===== src/rtl/clkgen_pkg.sv =====
// Shared constants and the divisor type for the system-clock generator.
// The address-decode register block imports this so it drives div_data with the same type.
package clkgen_pkg;

  localparam int unsigned CLKGEN_DIV_WIDTH   = 8;
  localparam int unsigned CLKGEN_DEFAULT_DIV = 8;
  localparam int unsigned CLKGEN_MIN_DIV     = 2;

  typedef logic [CLKGEN_DIV_WIDTH-1:0] clkgen_div_t;

endpackage


===== src/rtl/clkgen.sv =====
// Run-time programmable divider for the 6502 system clock, with a clock stretch input and edge strobes.
// Each period is a low phase of N - N/2 cycles followed by a high phase of N/2 cycles.
module clkgen
  import clkgen_pkg::*;
#(
  parameter int unsigned DIV_WIDTH   = CLKGEN_DIV_WIDTH,
  parameter int unsigned DEFAULT_DIV = CLKGEN_DEFAULT_DIV
) (
  input  logic                 clock,
  input  logic                 reset_n,
  input  logic                 div_wr,
  input  logic [DIV_WIDTH-1:0] div_data,
  input  logic                 stretch,
  output logic                 clockout,
  output logic                 rise,
  output logic                 fall,
  output logic                 div_pending,
  output logic [DIV_WIDTH-1:0] div_current
);

  typedef logic [DIV_WIDTH-1:0] div_t;

  localparam div_t DEFAULT_VAL = div_t'(DEFAULT_DIV);
  localparam div_t MIN_VAL     = div_t'(CLKGEN_MIN_DIV);
  localparam div_t ONE         = div_t'(1);

  div_t cnt;
  div_t cnt_next;
  div_t pending_div;
  div_t low_len;
  div_t wr_value;
  logic at_end;
  logic wrap;
  logic apply;
  logic clk_next;

  always_comb begin
    // NOTE: every signal gets a value on every path through this block, so no latch is inferred.
    low_len  = div_current - (div_current >> 1);
    at_end   = (cnt == div_current - ONE);
    wrap     = at_end && !stretch;
    apply    = wrap && div_pending && !div_wr;
    wr_value = (div_data < MIN_VAL) ? MIN_VAL : div_data;

    cnt_next = cnt + ONE;
    if (wrap) begin
      cnt_next = '0;
    end else if (at_end) begin
      cnt_next = cnt;
    end

    // At a wrap cnt_next is 0, which is always in the low phase, so the old divisor's low_len is safe here.
    clk_next = (cnt_next >= low_len);
  end

  always_ff @(posedge clock or negedge reset_n) begin
    if (!reset_n) begin
      cnt         <= '0;
      clockout    <= 1'b0;
      rise        <= 1'b0;
      fall        <= 1'b0;
      pending_div <= '0;
      div_pending <= 1'b0;
      div_current <= DEFAULT_VAL;
    end else begin
      // NOTE: non-blocking assignments, so every register here sees the pre-edge value of the others.
      cnt      <= cnt_next;
      clockout <= clk_next;
      rise     <= clk_next & ~clockout;
      fall     <= ~clk_next & clockout;

      // A write on the boundary cycle replaces the pending value, so the swap is deferred one period.
      if (div_wr) begin
        pending_div <= wr_value;
        div_pending <= 1'b1;
      end else if (apply) begin
        div_current <= pending_div;
        div_pending <= 1'b0;
      end
    end
  end

endmodule

===== config.mk =====
export PLATFORM = sky130hd
export DESIGN_NAME = clkgen
export DESIGN_NICKNAME = d
export VERILOG_FILES = /design/src/rtl/clkgen_pkg.sv /design/src/rtl/clkgen.sv
export SDC_FILE = /design/constraint.sdc
export NUM_CORES = 1
export LEC_CHECK = 0
export BUFFER_PORTS_ARGS = -buffer_cell sky130_fd_sc_hd__buf_2
export CAP_MARGIN = 0
export CORE_ASPECT_RATIO = 2
export CORE_MARGIN = 5
export CORE_UTILIZATION = 45
export CTS_CLUSTER_SIZE = 24
export DETAILED_ROUTE_END_ITERATION = 8
export PLACE_DENSITY = 0.61
export SLEW_MARGIN = 20
export SYNTH_ARGS = -nofsm -noshare
export SYNTH_HDL_FRONTEND = slang
export SYNTH_SLANG_ARGS = --single-unit

===== constraint.sdc =====
create_clock -name clock -period 4.75 [get_ports clock]
set_clock_uncertainty 0.05 [all_clocks]
set_input_delay 0.7125 -clock clock [delete_from_list [all_inputs] [get_ports clock]]
set_output_delay 0.7125 -clock clock [all_outputs]
set_load 0.02 [all_outputs]

==> flow_summary_export.csv, run 1 <==
group,metric,value,unit
logic_synthesis,yosys.area_share.simple,12.7,%
power,leakage,1.02,nW
route,vias_per_cell,5.45,
global_routing,grt_max_degree,29,
placed_design,dpl.hpwl,3.47,mm
placed_design,dpl_cell_area,2130,um2
timing,fin_crit_sh,81.2,%
placed_design,port_buffers,23,
power,power_frac_clock,9.2,%
global_routing,grt_use_met1,15.2,%
logic_synthesis,synth_seq_cells,28,
setup_path,worst_setup_path_start_kind,"register",
clock_tree,clock_path_buffers,2,
route,dr.pass1.iters,4,
route,drt_first_iter_violations,26,
power,swShare,45.1,%
global_routing,busiest_layer,"met2",
final_layout,layout.nets,250,
final_layout,post_route_cells_drive_above_1_share,23.1,%
outcome,status,"completed",
logic_synthesis,synth_xor_area_share,7.57,%
logic_synthesis,avgSynthCellArea,10.5,um2
placed_design,gp_congestion,0.860,
logic_synthesis,synth_flop_cell,"dfrtp_1",
job,cap_violations,0,
timing,rsz0062_at_grt,"false",
power,power.share.combinational,65.8,%
logic_synthesis,synth_compound_area_share,12.8,%
logic_synthesis,synth_edf_count,0,
power,p_per_area,734,nW/um2
die,num_rows,34,
setup_path,required,4.92,ns
placed_design,dp_worst_setup_slack,0.919,ns
route,wl_per_cell,15.8,um
global_routing,grt_use_met3,1.99,%
timing,tightest_slew,0.627,ns
global_routing,overflow,0,
route,vias,1451,
clock_tree,cts_resized,0,
logic_synthesis,synthAdderAreaFrac,16.3,%
final_layout,final_util,50.8,%
clock_tree,cts_tree,"built",
setup_path,crit_fanout,16,
route,finalWirelength,4.20,mm
setup_path,crit_type,"register to register",
logic_synthesis,synth_cell_types,45,
power,power,1.60,mW
setup_path,worst_setup_path_end_kind,"register",
logic_synthesis,synth_top_family_by_area,"adder cells",
timing,finalHoldViolations,0,
final_layout,nFillCells,397,
route,drc_errors,0,
clock_tree,cts_sinks,28,
logic_synthesis,netlist_area,1970,um2
clock_tree,clk_latency,0.27,ns
logic_synthesis,syn_nets,225,
timing,slew_viol_final,0,
logic_synthesis,ys_seq_area_share,35.7,%
min_path,hold_class,"input pin to async pin",
global_routing,grtUsageTotal,15.7,%
setup_path,cp_cell_sequence,"inv_1 > ha_1 > a21bo_2 > nand3_1 > nand4b_1 > nor4_2 > buf_4 > nand2_1 > o221ai_1 > ha_1 > o21a_1 > o21ai_0 > o21ai_0 > a21oi_1 > and2_1",
final_layout,syn_to_final_growth,10.9,%
die,pin_count,24,
setup_path,critical_path.slowest_cell,"dfstp_2",
timing,whs,0.391,ns
global_routing,grt_pass1_wl,7.12,mm
route,ant_nets,0,
setup_path,slowest_delay,0.60,ns
clock_tree,numCtsBuffers,3,
timing,fin_setup_tns,0,ns
global_routing,globalRouteMet2Util,31.9,%
clock_tree,cts_root_buf,"clkbuf_8",
setup_path,arrival,4.03,ns
timing,min_period,3.86,ns
timing,setup_ws,0.893,ns
clock_tree,cts.clk_slew.worst_paths,0.09,ns
timing,timing.fmax,259,MHz
die,core,4300,um2
power,power_frac_seq,25.0,%
power,p_sw,0.723,mW
logic_synthesis,yosys_warnings,0,
die,dieArea,5870,um2
final_layout,fin_cells,266,
timing,final-setup-viol-count,0,
die,fp.dieW,56.8,um
placed_design,place_inst,262,
clock_tree,post_cts_buffers,0,
global_routing,antenna_found_initial,0,
clock_tree,ctsHtreeMaxLevel,1,
timing,timing.slew.headroom,58.2,%
final_layout,post-route-cell-area,2180,um2
logic_synthesis,synth.area.mux_share,9.29,%
logic_synthesis,synth-async-reset-ratio,100,%
die,die_h,103,um
logic_synthesis,synthCells,188,
global_routing,grt_pass1_vias,1596,
power,ir_worst_vdd,0.000446,V
clock_tree,cts_hold_buf,0,
power,p_int,0.879,mW
final_layout,n_antenna_cell,0,
die,initial_core_util,45.8,%
-- path summary, 6_finish.rpt --
kind | slack, ns | endpoint | cells past startpoint | startpoint
max | 0.89 | fall | 15 | div_current[3]
min | 0.39 | cnt[2] | 1 | reset_n
max reg2reg | 0.89 | fall | 15 | div_current[3]
min reg2reg | 0.41 | rise | 1 | clockout
max in group asynchronous | 3.84 | cnt[4] | 1 | reset_n
min in group clock | 0.41 | rise | 1 | clockout
-- critical path, delay by kind of cell, from the launching register on --
family	cells	cell delay, ns
AO/OA/AOI/OAI	6	1.17
AND/OR/NAND/NOR	5	1.05
flip-flops	1	0.60
adder cells (fa/ha/maj)	2	0.51
buffers and inverters	2	0.41
-- cells in the final DEF, fill, tap and decap left out, types with 2 or more instances in the layout --
| cell | Yosys | routed |
|---|---|---|
| a21o_1 | 6 | 6 |
| a21oi_1 | 6 | 6 |
| a31oi_1 | 2 | 2 |
| buf_2 | 0 | 23 |
| clkbuf_8 | 0 | 4 |
| dfrtp_1 | 27 | 27 |
| ha_1 | 24 | 24 |
| inv_1 | 22 | 22 |
| mux2_2 | 6 | 6 |
| mux2_4 | 7 | 7 |
| nand2_1 | 8 | 8 |
| nand2b_1 | 3 | 3 |
| nand3_1 | 7 | 7 |
| nor2_1 | 6 | 6 |
| nor3b_1 | 3 | 3 |
| o211ai_1 | 2 | 2 |
| o21a_1 | 2 | 2 |
| o21ai_0 | 4 | 4 |
| o21bai_1 | 2 | 2 |
| o221ai_1 | 3 | 3 |
| or2_2 | 2 | 2 |
| or3_1 | 4 | 4 |
| or3_2 | 2 | 2 |
| xnor2_1 | 11 | 11 |
| xor2_1 | 6 | 6 |
-- layer usage --
metal | vias to the layer above | share of wire (%)
met5 | - | 0
met4 | 0 | 2.9
met3 | 10 | 3.2
met2 | 32 | 59
met1 | 706 | 35
li1 | 703 | -
-- registers in the layout, summed over array words and instances, names as in the netlist --
signal       flops
clockout         1
cnt              8
div_current      8
div_pending      1
fall             1
pending_div      8
rise             1
-- area by class of cell --
class / count / area (um2) / share of cell area (%)
Multi-Input combinational cell: 134 / 1150 / 52.8
Sequential cell: 28 / 702 / 32.2
Timing Repair Buffer: 24 / 123 / 5.62
Inverter: 22 / 82.6 / 3.78
Tap cell: 54 / 67.6 / 3.10
Clock buffer: 4 / 55.1 / 2.52
-- power groups by stage --
stage	combinational, mW	clock, mW	sequential (mW)
after floorplan	0.770	0	0.420
after global placement	1.02	0	0.401
after detailed placement	1.06	0	0.405
after CTS	1.07	0.152	0.401
after global routing	1.18	0.160	0.415
final	1.05	0.147	0.400
-- Yosys cell counts (2+ instances only) --
cell type / count / area, um2
xnor2_1: 11 / 96.3
nand3_1: 7 / 35.0
mux2_2: 6 / 67.6
mux2_4: 7 / 105
xor2_1: 6 / 52.6
inv_1: 22 / 82.6
or3_2: 2 / 15.0
ha_1: 24 / 300
nand2_1: 8 / 30.0
o21bai_1: 2 / 15.0
nor3b_1: 3 / 22.5
o21ai_0: 4 / 20.0
dfrtp_1: 27 / 676
o221ai_1: 3 / 26.3
nor2_1: 6 / 22.5
a21oi_1: 6 / 30.0
or3_1: 4 / 25.0
o211ai_1: 2 / 15.0
o21a_1: 2 / 15.0
nand2b_1: 3 / 18.8
a21o_1: 6 / 45.0
buf_4: 2 / 15.0
a31oi_1: 2 / 12.5
or2_2: 2 / 12.5
-- kinds of logic after synthesis --
| family | count (synthesis) |
|---|---|
| and+or+nand+nor | 43 |
| DFF | 28 |
| AOI/OAI and AO/OA | 35 |
| xor gates and xnor gates | 17 |
| muxes | 14 |
| adders and majority gates | 25 |
| buffers and inverters | 26 |
(Power assumes the default switching activity.)
==> run 2: changes to the inputs <==
--- a/config.mk
+++ b/config.mk
@@ -5,6 +5,7 @@
 export SDC_FILE = /design/constraint.sdc
 export NUM_CORES = 1
 export LEC_CHECK = 0
+export ABC_AREA = 1
 export BUFFER_PORTS_ARGS = -buffer_cell sky130_fd_sc_hd__buf_2
 export CAP_MARGIN = 0
 export CORE_ASPECT_RATIO = 2
==> constraint.sdc (replaced) <==
create_clock -name clock -period 3.9 [get_ports clock]
set_clock_uncertainty 0.05 [all_clocks]
set_input_delay 0.585 -clock clock [delete_from_list [all_inputs] [get_ports clock]]
set_output_delay 0.585 -clock clock [all_outputs]
set_load 0.02 [all_outputs]
==> run 2 against run 1 <==
Combinational power up 7%. Clock power increased by 60%. Die area is 9.4% higher. Synthesized cell count increased by 60%. Area after synthesis grew 11%. Clock-buffer cell count fell by 1. Power is 14% higher. Global-route usage increased by 2.4 points. Sequential power up 18%. Cell area rose by 10%. First-iteration DRC count grew to 2.7 times the previous value. Core utilization fell by 0.34 points. Largest cell class unchanged. Highest routed layer unchanged.
==> flow_summary_export.csv, run 2 <==
group,metric,value,unit
outcome,status,"completed",
clock_tree,numCtsBuffers,3,
setup_path,arrival,3.24,ns
die,initial_core_util,45.7,%
setup_path,worst_setup_path_end_kind,"register",
logic_synthesis,yosysTopAreaCellShare,31.0,%
clock_tree,cts_tree,"built",
setup_path,crit_type,"register to register",
timing,whs,0.261,ns
clock_tree,cts_hold_buf,0,
die,dieArea,6430,um2
timing,timing.fmax,327,MHz
global_routing,grt_max_degree,29,
setup_path,crit_fanout,16,
logic_synthesis,yosysMostFrequentCell,"nand2_1",
logic_synthesis,netlist_area,2180,um2
placed_design,gp_congestion,1.00,
timing,fin_setup_tns,0,ns
logic_synthesis,avgSynthCellArea,7.27,um2
clock_tree,ctsHtreeMaxLevel,1,
global_routing,grtUsageTotal,18.1,%
setup_path,cpMostUsedCell,"inv_1",
logic_synthesis,synth-async-reset-ratio,100,%
die,pin_count,24,
route,vias_per_cell,5.12,
logic_synthesis,synth_flop_cell,"dfrtp_1",
power,power,1.83,mW
route,vias,1941,
clock_tree,clock_path_buffers,2,
die,num_rows,36,
logic_synthesis,synth_cell_types,33,
global_routing,grt_pass1_wl,8.78,mm
logic_synthesis,netlist_top_cells_area,"dfrtp_1 31%, nand2_1 15%, ha_1 14%, inv_1 8.4%, xor2_1 4.0%",
timing,finalHoldViolations,0,
timing,slew_viol_final,0,
global_routing,overflow,0,
timing,final-setup-viol-count,0,
route,finalWirelength,5.38,mm
timing,min_period,3.06,ns
timing,timing.slew.headroom,57.5,%
setup_path,critical_path.slowest_cell,"dfrtp_1",
route,drc_errors,0,
power,leakage,1.37,nW
placed_design,dpl.hpwl,4.39,mm
global_routing,grt_pass1_vias,1884,
logic_synthesis,synth_seq_cells,28,
logic_synthesis,syn_nets,337,
clock_tree,cts_root_buf,"clkbuf_8",
clock_tree,post_cts_buffers,0,
setup_path,slowest_delay,0.44,ns
logic_synthesis,synthCells,300,
clock_tree,clk_latency,0.29,ns
final_layout,top_regs,"cnt: 8 flops, div_current: 8 flops, pending_div: 8 flops",
final_layout,n_antenna_cell,0,
logic_synthesis,yosysTopAreaCell,"dfrtp_1",
setup_path,cp_cell_sequence,"inv_1 > ha_1 > inv_1 > a21oi_1 > nand3_1 > nand2_2 > nand2_2 > nor2_4 > nand2_4 > nor2_4 > nor2_1 > ha_1 > nand2_1 > nor2_1 > nand4_1 > o2111ai_1 > nand2_1 > inv_1",
power,p_per_area,759,nW/um2
die,die_h,108,um
power,ir_worst_vdd,0.000492,V
route,ant_nets,0,
die,core,4770,um2
final_layout,layout.nets,360,
route,wl_per_cell,14.2,um
final_layout,layout_common_cells,"85 x nand2_1, 49 x inv_1, 27 x dfrtp_1, 24 x ha_1, 23 x buf_2",
timing,tightest_slew,0.637,ns
final_layout,final_common_cell,"nand2_1",
logic_synthesis,ys_seq_area_share,32.2,%
global_routing,antenna_found_initial,0,
clock_tree,cts_sinks,28,
die,fp.dieW,59.2,um
logic_synthesis,synth.top_cells.by_count,"85 x nand2_1, 49 x inv_1, 27 x dfrtp_1",
logic_synthesis,yosys_warnings,0,
final_layout,syn_to_final_growth,10.4,%
route,dr.pass1.iters,7,
logic_synthesis,synth_edf_count,0,
route,drt_first_iter_violations,70,
final_layout,post_route_cells_drive_above_1_share,14.9,%
setup_path,required,4.08,ns
job,cap_violations,0,
timing,rsz0062_at_grt,"false",
clock_tree,cts_resized,0,
placed_design,port_buffers,23,
clock_tree,cts.clk_slew.worst_paths,0.10,ns
setup_path,worst_setup_path_start_kind,"register",
min_path,hold_class,"input pin to async pin",
timing,fin_crit_sh,78.5,%
-- run 2: changes by cell type after synthesis, sizes merged, moves of 7 or more --
cell	previous run	this run
inv	22	54
mux2	13	0
nand4	0	10
a21oi	6	13
o21ai	4	19
nor2	6	15
nand2	8	94
xnor2	11	1
-- run 2: critical path, delay by kind of cell, from the launching register on --
family,cells,cell delay (ns)
AO/OA/AOI/OAI,2,0.31
adder cells (fa/ha/maj),2,0.58
buffers and inverters,3,0.33
flip-flops,1,0.44
AND/OR/NAND/NOR,11,1.27
-- run 2: logic make-up (layout without fill, tap and decap cells) --
| family | Yosys count | after routing | synth area share, % |
|---|---|---|---|
| compound gates | 36 | 36 | 8.72 |
| xor+xnor | 11 | 11 | 4.42 |
| fa+ha+maj | 25 | 25 | 14.7 |
| buf+inv | 61 | 83 | 11.1 |
| flops | 28 | 28 | 32.2 |
| simple gates | 139 | 139 | 29.0 |
-- run 2: area by class of cell --
type	count	area, um2
fillers	516	2370
multi-input cells	211	1240
flip-flops and latches	28	702
inverters	56	210
repair buffers	23	115
well taps	57	71.3
clock buffers	3	41.3
clock inverters	1	30.0
-- run 2: through the flow --
step                cell area [um2]  setup slack (ns)  std cells  utilization, %
floorplan                      2180              1.15        300               -
global placement               2340             0.941        375            49.0
detailed placement             2340             0.885        375            49.0
CTS                            2410             0.812        379            50.4
global route                   2410             0.493        379            50.4
finish                         2410             0.840        379            50.4
-- run 2: worst paths after layout --
check / start / end / slack [ns] / cells after the start
worst min register to register: clockout / rise / 0.49 / 3
worst max-delay path: div_current[4] / rise / 0.84 / 18
worst min-delay path: reset_n / clockout / 0.26 / 1
worst max register to register: div_current[4] / rise / 0.84 / 18
max in group asynchronous: reset_n / pending_div[6] / 3.13 / 1
min in group clock: div_data[7] / pending_div[7] / 0.47 / 3
-- run 2: power breakdown --
part	internal, mW	switching [mW]
logic	0.418	0.700
clock network	0.138	0.0974
registers	0.376	0.0981
total	0.932	0.896
-- run 2: routing by layer --
metal  vias to the layer above  track usage, %  wire length [um]
li1                        993               -                 -
met1                       896            21.1              2090
met2                        36            31.1              2900
met3                        16            2.03               161
met4                         0            9.72               232
met5                         -               0                 0
==> run 3: changes to the inputs <==
--- a/config.mk
+++ b/config.mk
@@ -5,7 +5,7 @@
 export SDC_FILE = /design/constraint.sdc
 export NUM_CORES = 1
 export LEC_CHECK = 0
-export ABC_AREA = 1
+export ABC_AREA = 0
 export BUFFER_PORTS_ARGS = -buffer_cell sky130_fd_sc_hd__buf_2
 export CAP_MARGIN = 0
 export CORE_ASPECT_RATIO = 2
==> constraint.sdc (replaced) <==
create_clock -name clock -period 3.1 [get_ports clock]
set_clock_uncertainty 0.05 [all_clocks]
set_input_delay 0.465 -clock clock [delete_from_list [all_inputs] [get_ports clock]]
set_output_delay 0.465 -clock clock [all_outputs]
set_load 0.02 [all_outputs]
==> run 3 against run 2 <==
The flow now finishes with violations (negative setup slack). Clock power about the same. First-iteration DRC count shrank 71%. Sequential power rose by 22%. Critical path depth decreased by 2. Global-route usage down 2.0 points. Power is 60% higher. Sequential share of layout area down 1.3 points. Critical endpoint is now fall. Highest routed layer unchanged.
==> flow_summary_export.csv, run 3 (synthesized netlist as in run 1, its figures left out) <==
group,metric,value,unit
die,fp.dieW,56.8,um
die,pin_count,24,
placed_design,place_inst,276,
placed_design,dpl.hpwl,3.55,mm
placed_design,port_buffers,23,
global_routing,grt_pass1_wl,7.27,mm
final_layout,top_regs,"cnt: 8 flops, div_current: 8 flops, pending_div: 8 flops",
route,finalWirelength,4.65,mm
setup_path,worst_setup_path_end_kind,"register",
route,dr.pass1.iters,5,
final_layout,n_antenna_cell,0,
die,core,4300,um2
job,cap_violations,0,
setup_path,worst_setup_path_start_kind,"register",
final_layout,post-route-cell-area,2530,um2
die,num_rows,34,
setup_path,crit_fanout,5,
global_routing,overflow,0,
final_layout,layout.nets,274,
global_routing,grt_max_degree,29,
outcome,violations,"negative setup slack",
clock_tree,cts_sinks,28,
die,initial_core_util,45.8,%
placed_design,gp_congestion,0.856,
final_layout,syn_to_final_growth,28.6,%
timing,finalHoldViolations,0,
global_routing,antenna_found_initial,0,
final_layout,final_common_cell,"dfrtp_1",
route,drt_first_iter_violations,20,
clock_tree,cts_tree,"built",
clock_tree,cts_root_buf,"clkbuf_8",
clock_tree,cts_hold_buf,0,
min_path,hold_class,"input pin to async pin",
timing,final-setup-viol-count,3,
final_layout,layout_common_cells,"26 x dfrtp_1, 23 x buf_2, 22 x buf_4, 19 x ha_1, 17 x inv_1",
setup_path,crit_type,"register to register",
global_routing,grtUsageTotal,16.1,%
route,vias_per_cell,5.34,
power,leakage,1.17,nW
timing,timing.fmax,312,MHz
outcome,status,"finished, violations left",
timing,whs,0.145,ns
clock_tree,clk_latency,0.28,ns
clock_tree,cts.clk_slew.worst_paths,0.10,ns
power,ir_worst_vdd,0.000623,V
placed_design,dpl_cell_area,2240,um2
final_layout,fin_cells,290,
timing,fin_setup_tns,-0.238,ns
setup_path,required,3.28,ns
timing,timing.slew.headroom,57.0,%
timing,slew_viol_final,0,
route,ant_nets,0,
global_routing,grt_pass1_vias,1697,
final_layout,post_route_cells_drive_above_1_share,42.8,%
power,p_per_area,1160,nW/um2
route,wl_per_cell,16.0,um
clock_tree,numCtsBuffers,3,
die,dieArea,5870,um2
timing,fin_crit_sh,104,%
clock_tree,clock_path_buffers,2,
route,vias,1550,
setup_path,arrival,3.39,ns
timing,tightest_slew,0.646,ns
final_layout,nFillCells,359,
route,drc_errors,0,
timing,rsz0062_at_grt,"true",
die,die_h,103,um
timing,setup_ws,-0.110,ns
timing,min_period,3.21,ns
clock_tree,ctsHtreeMaxLevel,1,
run 3: metrics by stage:
stage	worst slack [ns]	power [mW]	util, %
6_report	-0.110	2.93	58.9
5_1_grt	-0.285	3.17	58.9
4_1_cts	-0.113	2.74	56.8
3_5_place_dp	-0.138	2.35	52.2
3_3_place_gp	-0.0342	2.27	52.2
2_1_floorplan	-0.0377	1.85	-
run 3: area by class of cell:
cell class | instances | area [um2] | share of cell area (%)
multi-input combinational | 134 | 1310 | 51.6
sequential | 28 | 703 | 27.8
timing repair buffer | 48 | 314 | 12.4
inverter | 22 | 85.1 | 3.36
tap | 54 | 67.6 | 2.67
clock buffer | 4 | 55.1 | 2.18
run 3: layer usage:
layer | global-route usage (%) | share of wire, %
met1 | 13.9 | 35
met2 | 34.6 | 58
met3 | 1.74 | 2.5
met4 | 8.21 | 4.0
met5 | 0 | 0
run 3: final timing paths:
path	startpoint	to	slack (ns)	cells past startpoint
setup / recovery	div_current[3]	fall	-0.11	16
hold / removal	reset_n	cnt[1]	0.15	1
setup reg to reg	div_current[3]	fall	-0.11	16
hold reg to reg	clockout	rise	0.39	1
max in group asynchronous	reset_n	div_current[1]	2.40	1
min in group clock	div_data[0]	pending_div[0]	0.35	3
run 3: worst max-delay path: stages, from the launching register on:
cell and delay, ns:
dfstp_2 0.57, inv_4 0.05, ha_4 0.14, nand3b_1 0.13, xnor2_1 0.17, nand4b_1 0.15
nor4_2 0.28, buf_4 0.19, nand3_2 0.07, o21a_1 0.12, ha_1 0.28, nand2b_4 0.13
a21o_1 0.15, a21o_1 0.16, a21o_1 0.18, a21oi_2 0.18, and2_1 0.14
run 3: power breakdown:
part,leakage (nW),internal (mW),total [mW],switching [mW]
combinational,0.794,1.06,2.12,1.06
sequential,0.342,0.474,0.579,0.105
clock,0.0288,0.114,0.233,0.119
total,1.17,1.65,2.93,1.28
run 3: repair_timing:
action / 4_1_cts / 5_1_grt
pin swaps: 13 / 18
buffers inserted: 7 / 3
gates cloned: 1 / 0
setup endpoints to repair: 3 / 3
endpoints found under the hold margin: 0 / 0
gates resized for setup: 18 / 16
